File: config.mk
export PLATFORM = sky130hd
export DESIGN_NAME = scan_harness
export DESIGN_NICKNAME = d
export VERILOG_FILES = /design/src/rtl/scan_harness.sv
export SDC_FILE = /design/constraint.sdc
export NUM_CORES = 1
export LEC_CHECK = 0
export CORE_AREA = 3 3 213 215
export CTS_BUF_LIST = sky130_fd_sc_hd__clkbuf_4
export DETAILED_ROUTE_END_ITERATION = 7
export DIE_AREA = 0 0 216 218
export PLACE_DENSITY = 0.75
export SLEW_MARGIN = 10
export SYNTH_ARGS = -nofsm -noshare
export SYNTH_HDL_FRONTEND = slang
export SYNTH_SLANG_ARGS = --single-unit
export TNS_END_PERCENT = 100
File: constraint.sdc
create_clock -name clk -period 45.6 [get_ports clk]
set_clock_uncertainty 0.05 [all_clocks]
set_input_delay 9.12 -clock clk [delete_from_list [all_inputs] [get_ports clk]]
set_output_delay 9.12 -clock clk [all_outputs]
set_load 0.02 [all_outputs]
File: src/rtl/scan_harness.sv
`default_nettype none
// +----------------------------------------------------------------------------+
// | Module  : scan_harness                                                     |
// | Brief   : Serial-in/serial-out framed harness around a combinational       |
// |           compressor: load CH x W operands, capture, unload OUT_W bits.    |
// | Revision: 1.0 - initial release                                            |
// +----------------------------------------------------------------------------+
module scan_harness #(
    parameter int CH    = 22,
    parameter int W     = 22,
    parameter int OUT_W = 28
) (
    input  logic              clk,
    input  logic              rst,
    input  logic              start,
    input  logic              shift_en,
    input  logic [CH-1:0]     src_in,
    output logic [CH*W-1:0]   src_flat,
    input  logic [OUT_W-1:0]  dst_flat,
    input  logic              capture,
    output logic              dst_out,
    output logic              dst_valid,
    input  logic              dst_ready,
    output logic              busy,
    output logic              loaded
);

    localparam int C_MAXN  = (W > OUT_W) ? W : OUT_W;
    localparam int C_CNT_W = $clog2(C_MAXN + 1);
    localparam logic [C_CNT_W-1:0] C_LOAD_LAST   = C_CNT_W'(W - 1);
    localparam logic [C_CNT_W-1:0] C_UNLOAD_LAST = C_CNT_W'(OUT_W - 1);

    typedef enum logic [1:0] {
        S_IDLE   = 2'd0,
        S_LOAD   = 2'd1,
        S_READY  = 2'd2,
        S_UNLOAD = 2'd3
    } state_t;

    state_t               r_state;
    state_t               w_state_nxt;
    logic [C_CNT_W-1:0]   r_cnt;
    logic [OUT_W-1:0]     r_cap;
    logic                 w_shift;
    logic                 w_capture;
    logic                 w_xfer;

    assign w_shift   = (r_state == S_LOAD)   && shift_en;
    assign w_capture = (r_state == S_READY)  && capture;
    assign w_xfer    = (r_state == S_UNLOAD) && dst_ready;

    always_ff @(posedge clk or posedge rst) begin
        if (rst) begin
            r_state <= S_IDLE;
        end else begin
            r_state <= w_state_nxt;
        end
    end

    always_comb begin
        w_state_nxt = r_state;
        case (r_state)
            S_IDLE:   if (start) w_state_nxt = S_LOAD;
            S_LOAD:   if (shift_en && (r_cnt == C_LOAD_LAST)) w_state_nxt = S_READY;
            S_READY:  if (capture) w_state_nxt = S_UNLOAD;
            S_UNLOAD: if (dst_ready && (r_cnt == C_UNLOAD_LAST)) w_state_nxt = S_IDLE;
            default:  w_state_nxt = S_IDLE;
        endcase
    end

    // One counter serves both the load and unload phases; it is cleared on entry to each.
    always_ff @(posedge clk or posedge rst) begin
        if (rst) begin
            r_cnt <= '0;
        end else if (((r_state == S_IDLE) && start) || w_capture) begin
            r_cnt <= '0;
        end else if (w_shift || w_xfer) begin
            r_cnt <= r_cnt + 1'b1;
        end
    end

    always_ff @(posedge clk or posedge rst) begin
        if (rst) begin
            r_cap <= '0;
        end else if (w_capture) begin
            r_cap <= dst_flat;
        end else if (w_xfer) begin
            r_cap <= r_cap >> 1;
        end
    end

    for (genvar c = 0; c < CH; c++) begin : g_ch
        logic [W-1:0] r_ch;
        if (W == 1) begin : g_w1
            always_ff @(posedge clk or posedge rst) begin
                if (rst) begin
                    r_ch <= '0;
                end else if (w_shift) begin
                    r_ch <= src_in[c];
                end
            end
        end else begin : g_wn
            always_ff @(posedge clk or posedge rst) begin
                if (rst) begin
                    r_ch <= '0;
                end else if (w_shift) begin
                    r_ch <= {r_ch[W-2:0], src_in[c]};
                end
            end
        end
        assign src_flat[c*W +: W] = r_ch;
    end

    // Outputs are decodes of registers only; cap drains to zero so dst_out idles low.
    assign dst_out   = r_cap[0];
    assign dst_valid = (r_state == S_UNLOAD);
    assign busy      = (r_state != S_IDLE);
    assign loaded    = (r_state == S_READY);

endmodule
`default_nettype wire

==> results by stage, run 1 <==
Run status:
- The run finished with clean final reports.

STA:
- The count of endpoints failing hold in the final timing report came to 0.
- The post-layout minimum cycle time is ~12000 ps.
- The count of endpoints failing setup in the final report is 0.
- Of the available clock period, the critical path in the final layout requires around a quarter.
- The relative slew slack is 23.1%.
- Setup repair after global routing left no endpoint under its margin.
- At the pin with the least slew margin, the transition time is around 1200 ps.
- Static timing analysis puts the maximum clock frequency at 0.0832 GHz.
- The total count of max-transition violations in the final report is 0.
- The smallest setup slack after layout is around 34000 ps.
- The sum of negative setup slack is 0 ps.
- Across all hold checks on the routed design, the worst slack comes to between 400 and 500 ps.

Detailed routing:
- Before antenna repair, the detailed router went through 6 iterations.
- The ratio of routed vias to standard cells is 4.94.
- The count of routing violations after the opening detailed-route iteration is between 600 and 700.
- In the final routing, the length of wire on met1 measures 18.1 mm.
- The average wire per standard cell is approximately 19 um.
- The remaining design rule violation count is 0.
- Signal routing reaches up to met4.
- The number of antenna-violating nets in the routed design is 0.
- Detailed routing placed a total of 4.20 mm of wire on met3.
- The post-detailed-routing wire length is about 48 mm.
- The routed design uses approximately 25 mm of met2 wire.
- The total via count in the routed design is 12400.

Worst setup path:
- The cell seen most often among critical-path stages is sky130_fd_sc_hd__buf_4.
- The kind of cell adding the most delay to the critical path is buffers and inverters.
- At the worst endpoint, the required time is around 46000 ps.
- For this run, the slowest stage of the critical path takes 970 ps.
- The largest fanout of any net on the critical path is 93.
- STA puts the critical path data arrival time at 12730 ps.
- The kind of end point of the critical path is a register.
- The minimum setup slack among reg-to-reg paths is between 40000 and 50000 ps.
- The critical path is of the primary input to register type.
- STA classifies the critical path startpoint as a primary input.
- The critical path goes through clkdlybuf4s50_1 > nand2_4 > buf_4 > buf_4 > mux2_2.
- Among all stages on the critical path, the largest delay is contributed by sky130_fd_sc_hd__buf_4.
- The critical path contains buffers and inverters numbering 3 combined.

Pwr:
- For this design the ratio of total power to cell area is around 76 nW/um^2.
- The post-route total power is slightly above 2000 uW.
- Summed over all cells, the static leakage comes to between 0.01 and 0.015 uW.
- IR analysis of the VDD net gives a maximum drop of around 57 uV.

Die:
- The number of rows in the core area is 77.
- The initial utilization of the core area, before any placement, comes to between 40 and 50%.
- The die covers between 40000 and 50000 um^2.
- The boundary pin count is between 500 and 600.
- The floorplan core area is 43900 um^2.
- The die is 216 um wide.
- The y dimension of the die is around 220 um.

Synth:
- The sequential-to-total area share from yosys stat is 66.3%.
- Counting distinct cell types in the post-synthesis netlist gives 26.
- The cell taking the most area after synthesis is sky130_fd_sc_hd__dfrtp_1.
- After synthesis the cells add up to ~20000 um^2.
- The mean instance size in the synthesized netlist is between 15 and 20 um^2.
- By area the synthesized netlist is led by sky130_fd_sc_hd__dfrtp_1, sky130_fd_sc_hd__mux2_2, sky130_fd_sc_hd__mux2i_1, sky130_fd_sc_hd__buf_2, sky130_fd_sc_hd__o21ai_0.
- The number of cells produced by synthesis is around 1200.
- The share of synthesized area in the top cell type comes to around 66%.
- After synthesis the netlist holds a flip-flop and latch count of ~520.
- The Yosys warning count is 0.
- Synthesis produced a netlist with a net count of 1253.

Clocking:
- The CTS tree is done.
- The number of H-tree levels is 4.
- In this run the post-CTS setup repair buffer count came out at 0.
- The number of clock sinks seen by CTS is between 500 and 600.
- Clock-pin slew was measured on the worst setup and hold paths at roughly 60 ps.
- The count of hold-fix buffers inserted at cts is 0.
- Gates resized during post-CTS repair numbered 0.
- The number of buffers added by the clock tree synthesis step is 137.
- The clock latency of the later-clocked register in the worst-skew pair is between 900 and 1000 ps.
- CTS placed an instance of sky130_fd_sc_hd__clkbuf_4 at the clock tree root.
- The maximum count of clock buffers along a single path is 3.

Worst hold path:
- The worst hold path belongs to the class register to register.

Global route:
- The first global-routing pass estimated ~74 mm of wire.
- The via count of the first global-routing pass is about 13000.
- The number of antenna violations at the first check in global routing is 1.
- Entering global routing, the biggest net connects 174 pins.
- The leftover overflow at the end of global routing is 0.
- Global routing used 20.5% of the available tracks.

Final layout:
- The signed area change from the synthesized netlist to the final layout is 39.5%.
- The ratio of cells with drive above 1 in the final layout is 37.6%.
- The final instance area is between 20000 and 30000 um^2.
- The final net count is between 1500 and 2000.

Place:
- The worst slack at placement is between 30000 and 40000 ps.
- The last weighted congestion value of the routability-driven placer is approximately 0.83.
- The total half-perimeter wirelength after legalization and detailed placement is roughly 33 mm.
- In this run the cell area measured after placement is about 26000 um^2.
- The count of input and output buffers is between 500 and 600.

Flow run:
- The number of max-cap violations is 0.
==> tightest hold or removal path, delay by kind of cell (launching register included) <==
| kind | cells | cell delay [ps] |
|---|---|---|
| flops | 1 | 340 |
| compound gates | 1 | 60 |
| simple gates | 1 | 50 |
==> final cells by class <==
class                   instances  area [um^2]
fillers                      3436        16600
flip-flops and latches        519        13000
multi-input cells             602         6250
repair buffers                552         5530
clock buffers                 206         1550
well taps                     592          741
clock inverters                24          234
inverters                       7         33.8
diodes                          1         2.50
==> final timing paths <==
| check | from | cells after the start | to |
|---|---|---|---|
| worst max-delay path | shift_en | 5 | g_ch[21].r_ch[21] |
| worst min-delay path | r_cap[1] | 2 | r_cap[1] |
| worst max register to register | r_state[1] | 6 | g_ch[21].r_ch[21] |
| worst min register to register | r_cap[1] | 2 | r_cap[1] |
| max in group asynchronous | rst | 4 | g_ch[18].r_ch[13] |
| min in group asynchronous | rst | 2 | g_ch[2].r_ch[0] |
==> per-layer routing <==
metal	global-route usage, %	up-vias
met1	22.6	6311
met3	9.54	83
met2	34.4	422
met5	0	-
li1	-	5557
met4	8.78	0
==> sequential cells by signal (all words and copies together), names as in the netlist <==
signal,cells
r_cnt,5
r_state,2
r_cap,28
g_ch.r_ch,484
==> stage by stage <==
stage	instances	util (%)
floorplan	1191	-
global placement	2272	58.1
detailed placement	2272	58.1
CTS	2502	62.2
global route	2503	62.2
finish	2503	62.2
==> cells by family (layout without fill, tap and decap cells) <==
logic type      after synthesis  in the layout  share of synthesized area, %
compound gates               37             37                          1.05
mux                         513            513                          29.3
simple gates                 42             42                         0.894
flops                       519            519                          66.3
buf+inv                      70            789                          1.85
xor+xnor                      4              4                         0.179
fa+ha+maj                     6              6                         0.383
other cells                   0              1                             0
==> cells in the final DEF (no fill, tap or decap), types with 6 or more instances in the layout <==
master	n
sky130_fd_sc_hd__clkdlybuf4s50_1	543
sky130_fd_sc_hd__o21ai_0	30
sky130_fd_sc_hd__buf_4	7
sky130_fd_sc_hd__clkbuf_4	206
sky130_fd_sc_hd__dfrtp_1	519
sky130_fd_sc_hd__nand2_1	31
sky130_fd_sc_hd__mux2i_1	28
sky130_fd_sc_hd__inv_1	6
sky130_fd_sc_hd__mux2_2	484
sky130_fd_sc_hd__inv_2	6
sky130_fd_sc_hd__clkinv_1	9
sky130_fd_sc_hd__ha_1	6
==> Yosys cell counts <==
| cell type | count |
|---|---|
| sky130_fd_sc_hd__nand3_1 | 1 |
| sky130_fd_sc_hd__a21oi_1 | 1 |
| sky130_fd_sc_hd__buf_2 | 51 |
| sky130_fd_sc_hd__mux2_4 | 1 |
| sky130_fd_sc_hd__dfrtp_1 | 519 |
| sky130_fd_sc_hd__clkbuf_2 | 1 |
| sky130_fd_sc_hd__clkbuf_1 | 2 |
| sky130_fd_sc_hd__a31oi_1 | 1 |
| sky130_fd_sc_hd__buf_4 | 9 |
| sky130_fd_sc_hd__inv_1 | 7 |
| sky130_fd_sc_hd__nand3b_1 | 1 |
| sky130_fd_sc_hd__nand4_1 | 2 |
| sky130_fd_sc_hd__ha_1 | 6 |
| sky130_fd_sc_hd__o21ai_0 | 30 |
| sky130_fd_sc_hd__mux2i_1 | 28 |
| sky130_fd_sc_hd__mux2_2 | 484 |
| sky130_fd_sc_hd__nand2_4 | 1 |
| sky130_fd_sc_hd__nor2_1 | 5 |
| sky130_fd_sc_hd__a22o_1 | 1 |
| sky130_fd_sc_hd__a22oi_1 | 1 |
| sky130_fd_sc_hd__xor2_1 | 3 |
| sky130_fd_sc_hd__xnor2_1 | 1 |
| sky130_fd_sc_hd__a221oi_1 | 1 |
| sky130_fd_sc_hd__a32o_1 | 1 |
| sky130_fd_sc_hd__nand2_1 | 32 |
| sky130_fd_sc_hd__a222oi_1 | 1 |
==> where the power goes <==
part / total, uW / switching, uW / internal [uW]
sequential: 767 / 132 / 636
combinational: 893 / 434 / 459
clock: 416 / 183 / 233
total: 2080 / 748 / 1330
(Power assumes the default switching activity.)
==> inputs of run 2 (changes only) <==
--- a/config.mk
+++ b/config.mk
@@ -5,11 +5,11 @@
 export SDC_FILE = /design/constraint.sdc
 export NUM_CORES = 1
 export LEC_CHECK = 0
-export CORE_AREA = 3 3 213 215
+export CORE_MARGIN = 3
+export CORE_UTILIZATION = 45
 export CTS_BUF_LIST = sky130_fd_sc_hd__clkbuf_4
 export DETAILED_ROUTE_END_ITERATION = 7
-export DIE_AREA = 0 0 216 218
-export PLACE_DENSITY = 0.75
+export PLACE_DENSITY = 0.79
 export SLEW_MARGIN = 10
 export SYNTH_ARGS = -nofsm -noshare
 export SYNTH_HDL_FRONTEND = slang
==> constraint.sdc (replaced) <==
create_clock -name clk -period 10.56 [get_ports clk]
set_clock_uncertainty 0.05 [all_clocks]
set_input_delay 2.112 -clock clk [delete_from_list [all_inputs] [get_ports clk]]
set_output_delay 2.112 -clock clk [all_outputs]
set_load 0.02 [all_outputs]
==> results by stage, run 2 (synthesis results as in run 1) <==
Worst setup path:
- The reg-to-reg startpoint is r_state[1] (unchanged).
- The data required time at the worst endpoint is 8400 ps (was 46310 ps).
- List of cells traversed by the critical path: inv_1 > ha_1 > clkdlybuf4s50_1 (was clkdlybuf4s50_1 > nand2_4 > buf_4 > buf_4 > mux2_2).
- The kind of end point of the critical path was a primary output (was register).
- The beginning of the critical path is r_state[0] (was shift_en).
- The minimum setup slack among reg-to-reg paths is 6980 ps (was 41550 ps).
- The destination of the worst register-to-register timing path is g_ch[17].r_ch[13] (was g_ch[21].r_ch[21]).
- The data arrival time of the critical path is 2470 ps (was 12730 ps).
- The slowest library cell on the worst path is sky130_fd_sc_hd__clkdlybuf4s50_1 (was sky130_fd_sc_hd__buf_4).
- The combined buffer and inverter count along the critical path is 2 (was 3).
- The endpoint of the most critical setup path is loaded (was g_ch[21].r_ch[21]).
- The count of cells along the worst register-to-register path is 6 (unchanged).
- The kind of cell adding the most delay to the critical path is buffers and inverters (unchanged).
- The delay of the slowest critical-path stage came to 710 ps (was 970 ps).
- The worst setup path category is register to primary output (was primary input to register).
- The depth of the critical timing path with buffers and inverters included is 3 (was 5).
- The largest fanout of any net on the critical path is 7 (was 93).
- The critical path launch point type is a register (was primary input).

Final layout:
- The layout filler cell count is 3160 (was 3436).
- The sequential cell area was 13000 um^2 (unchanged).
- The ratio of cells with drive above 1 in the final layout is 37.1% (was 37.6%).
- Top library cells by usage in the layout, fill and taps aside: sky130_fd_sc_hd__clkdlybuf4s50_1, sky130_fd_sc_hd__dfrtp_1, sky130_fd_sc_hd__mux2_2, sky130_fd_sc_hd__clkbuf_4, sky130_fd_sc_hd__nand2_1 (unchanged).
- The final cell count without fillers was 2491 (was 2503).
- The area of the multi-input gates is 6250 um^2 (unchanged).
- The number of flip-flops in the largest register came to 484 (unchanged).
- The final cell utilization of the core was 64.2% (was 62.2%).
- Largest registers ranked by flip-flop count: g_ch.r_ch x484, r_cap x28, r_cnt x5 (unchanged).
- The register with the most flip-flops is g_ch.r_ch (unchanged).
- The final net count is 1879 (was 1881).
- The most common cell after layout, fill and taps aside is sky130_fd_sc_hd__clkdlybuf4s50_1 (unchanged).
- The final instance area is 27300 um^2 (about the same).
- The signed area change from the synthesized netlist to the final layout was 39.4% (was 39.5%).

Place:
- The number of cells after detailed placement came to 2255 (was 2272).
- The total half-perimeter wirelength after legalization and detailed placement is 34.0 mm (was 33.5 mm).
- The count of input and output buffers is 543 (unchanged).
- The worst slack at placement is 5150 ps (was 32730 ps).
- The area after detailed placement came to 25500 um^2 (unchanged).
- The last weighted congestion value of the routability-driven placer came to 0.811 (was 0.832).

Worst hold path:
- The launch point of the worst hold path is r_cap[23] (was r_cap[1]).
- The path type of the worst min-delay path is register to register (unchanged).

Global route:
- The combined global-route utilization of all metal layers was 21.4% (was 20.5%).
- The first-pass GRT wire length is 77.1 mm (was 74.5 mm).
- The number of antenna violations at the first check in global routing came to 4 (was 1).
- The maximum number of pins on one net before global-route repair is 195 (was 174).
- The via count of the first global-routing pass came to 13400 (was 13200).
- The leftover overflow at the end of global routing is 0 (unchanged).

Die:
- The floorplan core area is 42500 um^2 (was 43900 um^2).
- The y dimension of the die was 215 um (was 218 um).
- The die area is 46100 um^2 (was 47100 um^2).
- The number of rows in the core area is 75 (was 77).
- The effective utilization at floorplan is 46.1% (was 44.6%).
- The die width is 215 um (was 216 um).
- The boundary pin count came to 544 (unchanged).

STA:
- The sum of negative setup slack came to 0 ps (unchanged).
- After layout, the worst path uses ~44% of the clock period.
- The count of endpoints failing hold in the final timing report is 0 (unchanged).
- Timing would allow up to ~0.22 GHz.
- The relative slew slack was 18.0% (was 23.1%).
- The post-layout minimum cycle time is around 4600 ps.
- The total count of max-transition violations in the final report is 0 (unchanged).
- RSZ-0062 raised after global routing: no (unchanged).
- The count of endpoints failing setup in the final report is 0 (unchanged).
- The worst-margin pin slew is 1230 ps (was 1150 ps).
- The smallest setup slack after layout came to 5920 ps (was 33580 ps).

Detailed routing:
- The number of antenna-violating nets in the routed design was 0 (unchanged).
- The detailed-router iteration count before antenna repair came to 4 (was 6).
- The remaining design rule violation count was 0 (unchanged).
- The total via count in the routed design is 12300 (was 12400).
- The count of routing violations after the opening detailed-route iteration is 644 (was 634).
- The post-detailed-routing wire length is 48.7 mm (was 48.3 mm).
- The ratio of routed vias to standard cells is 4.94 (about the same).
- The average wire per standard cell is 19.6 um (was 19.3 um).

Pwr:
- The part of the power in registers came to 37.1% (was 37.0%).
- The switching part of the total power was 36.0% (about the same).
- The switching power is 3220 uW (was 748 uW).
- The internal power consumption was 5710 uW (was 1330 uW).
- The areal power density over the cells was 327 nW/um^2 (was 76.0 nW/um^2).
- The leakage power was 0.0127 uW (about the same).
- The fraction of power consumed by combinational cells is 43.1% (was 43.0%).
- The part of the power in the clock network is 19.8% (was 20.0%).
- The largest vdd supply drop is 213 uV (was 57.0 uV).

Clocking:
- The number of instances resized during post-cts repair is 0 (unchanged).
- The setup fix buffers added after clock tree synthesis is 0 (unchanged).
- The maximum count of clock buffers along a single path is 3 (unchanged).
- The number of H-tree levels is 4 (unchanged).
- The count of hold-fix buffers inserted at cts is 0 (unchanged).
- The clock-pin slew of the registers on the worst-case setup and hold paths is 60 ps (about the same).
- The number of buffers added by the clock tree synthesis step is 137 (unchanged).
- The clock latency of the later-clocked register in the worst-skew pair was 920 ps (was 930 ps).
- The number of clock sinks seen by CTS is 519 (unchanged).
- The CTS tree is done (unchanged).
- The cell at the root of the clock tree was sky130_fd_sc_hd__clkbuf_4 (unchanged).

Flow run:
- The number of max-cap violations is 0 (unchanged).

Run status:
- Result of the run: finished, final reports clean (unchanged).
run 2: cell types whose count changed in the layout (fill, tap and decap cells not counted), moves of 3 or more:
cell | before | now
sky130_fd_sc_hd__clkinv_1 | 9 | 18
sky130_fd_sc_hd__buf_4 | 7 | 2
sky130_fd_sc_hd__diode_2 | 1 | 6
sky130_fd_sc_hd__inv_2 | 6 | 1
sky130_fd_sc_hd__buf_12 | 2 | 5
run 2: metal layers:
| layer | vias up | wire length, um | global-route usage (%) |
|---|---|---|---|
| met2 | 427 | 25100 | 36.4 |
| li1 | 5540 | - | - |
| met4 | 2 | 1420 | 8.96 |
| met5 | - | 15 | 0 |
| met3 | 90 | 4120 | 9.42 |
| met1 | 6255 | 18100 | 23.4 |
run 2: layout make-up:
cell class	count	area share, %
Inverter	7	0.110
Sequential cell	519	47.6
Clock inverter	25	0.747
Timing Repair Buffer	550	20.3
Antenna cell	6	0.0550
Multi-Input combinational cell	602	22.9
Clock buffer	205	5.64
Tap cell	577	2.64
run 2: worst min-delay path by stage:
stage,end,depth (start not counted)
2_1_floorplan,r_cap[20],2
3_3_place_gp,r_cap[19],2
3_5_place_dp,r_cap[0],2
4_1_cts,r_cap[0],2
5_1_grt,r_cap[1],2
6_report,r_cap[23],2
run 2: metrics by stage:
| step | power, uW | hold slack (ps) |
|---|---|---|
| 6_report | 8930 | 427 |
| 3_3_place_gp | 7120 | 411 |
| 2_1_floorplan | 5300 | 399 |
| 3_5_place_dp | 7220 | 420 |
| 4_1_cts | 9050 | 434 |
| 5_1_grt | 9430 | 456 |
run 2: power by group through the flow:
| stage | clock network, uW | registers (uW) | logic [uW] |
|---|---|---|---|
| floorplan | 0 | 4070 | 1230 |
| global placement | 0 | 3310 | 3810 |
| detailed placement | 0 | 3350 | 3870 |
| CTS | 1830 | 3330 | 3890 |
| global route | 1950 | 3430 | 4040 |
| finish | 1770 | 3310 | 3850 |
run 2: worst min-delay path, cell delays in order, from the launching register on:
cell and delay [ps]:
sky130_fd_sc_hd__dfrtp_1 340, sky130_fd_sc_hd__nand2_1 50, sky130_fd_sc_hd__o21ai_0 60
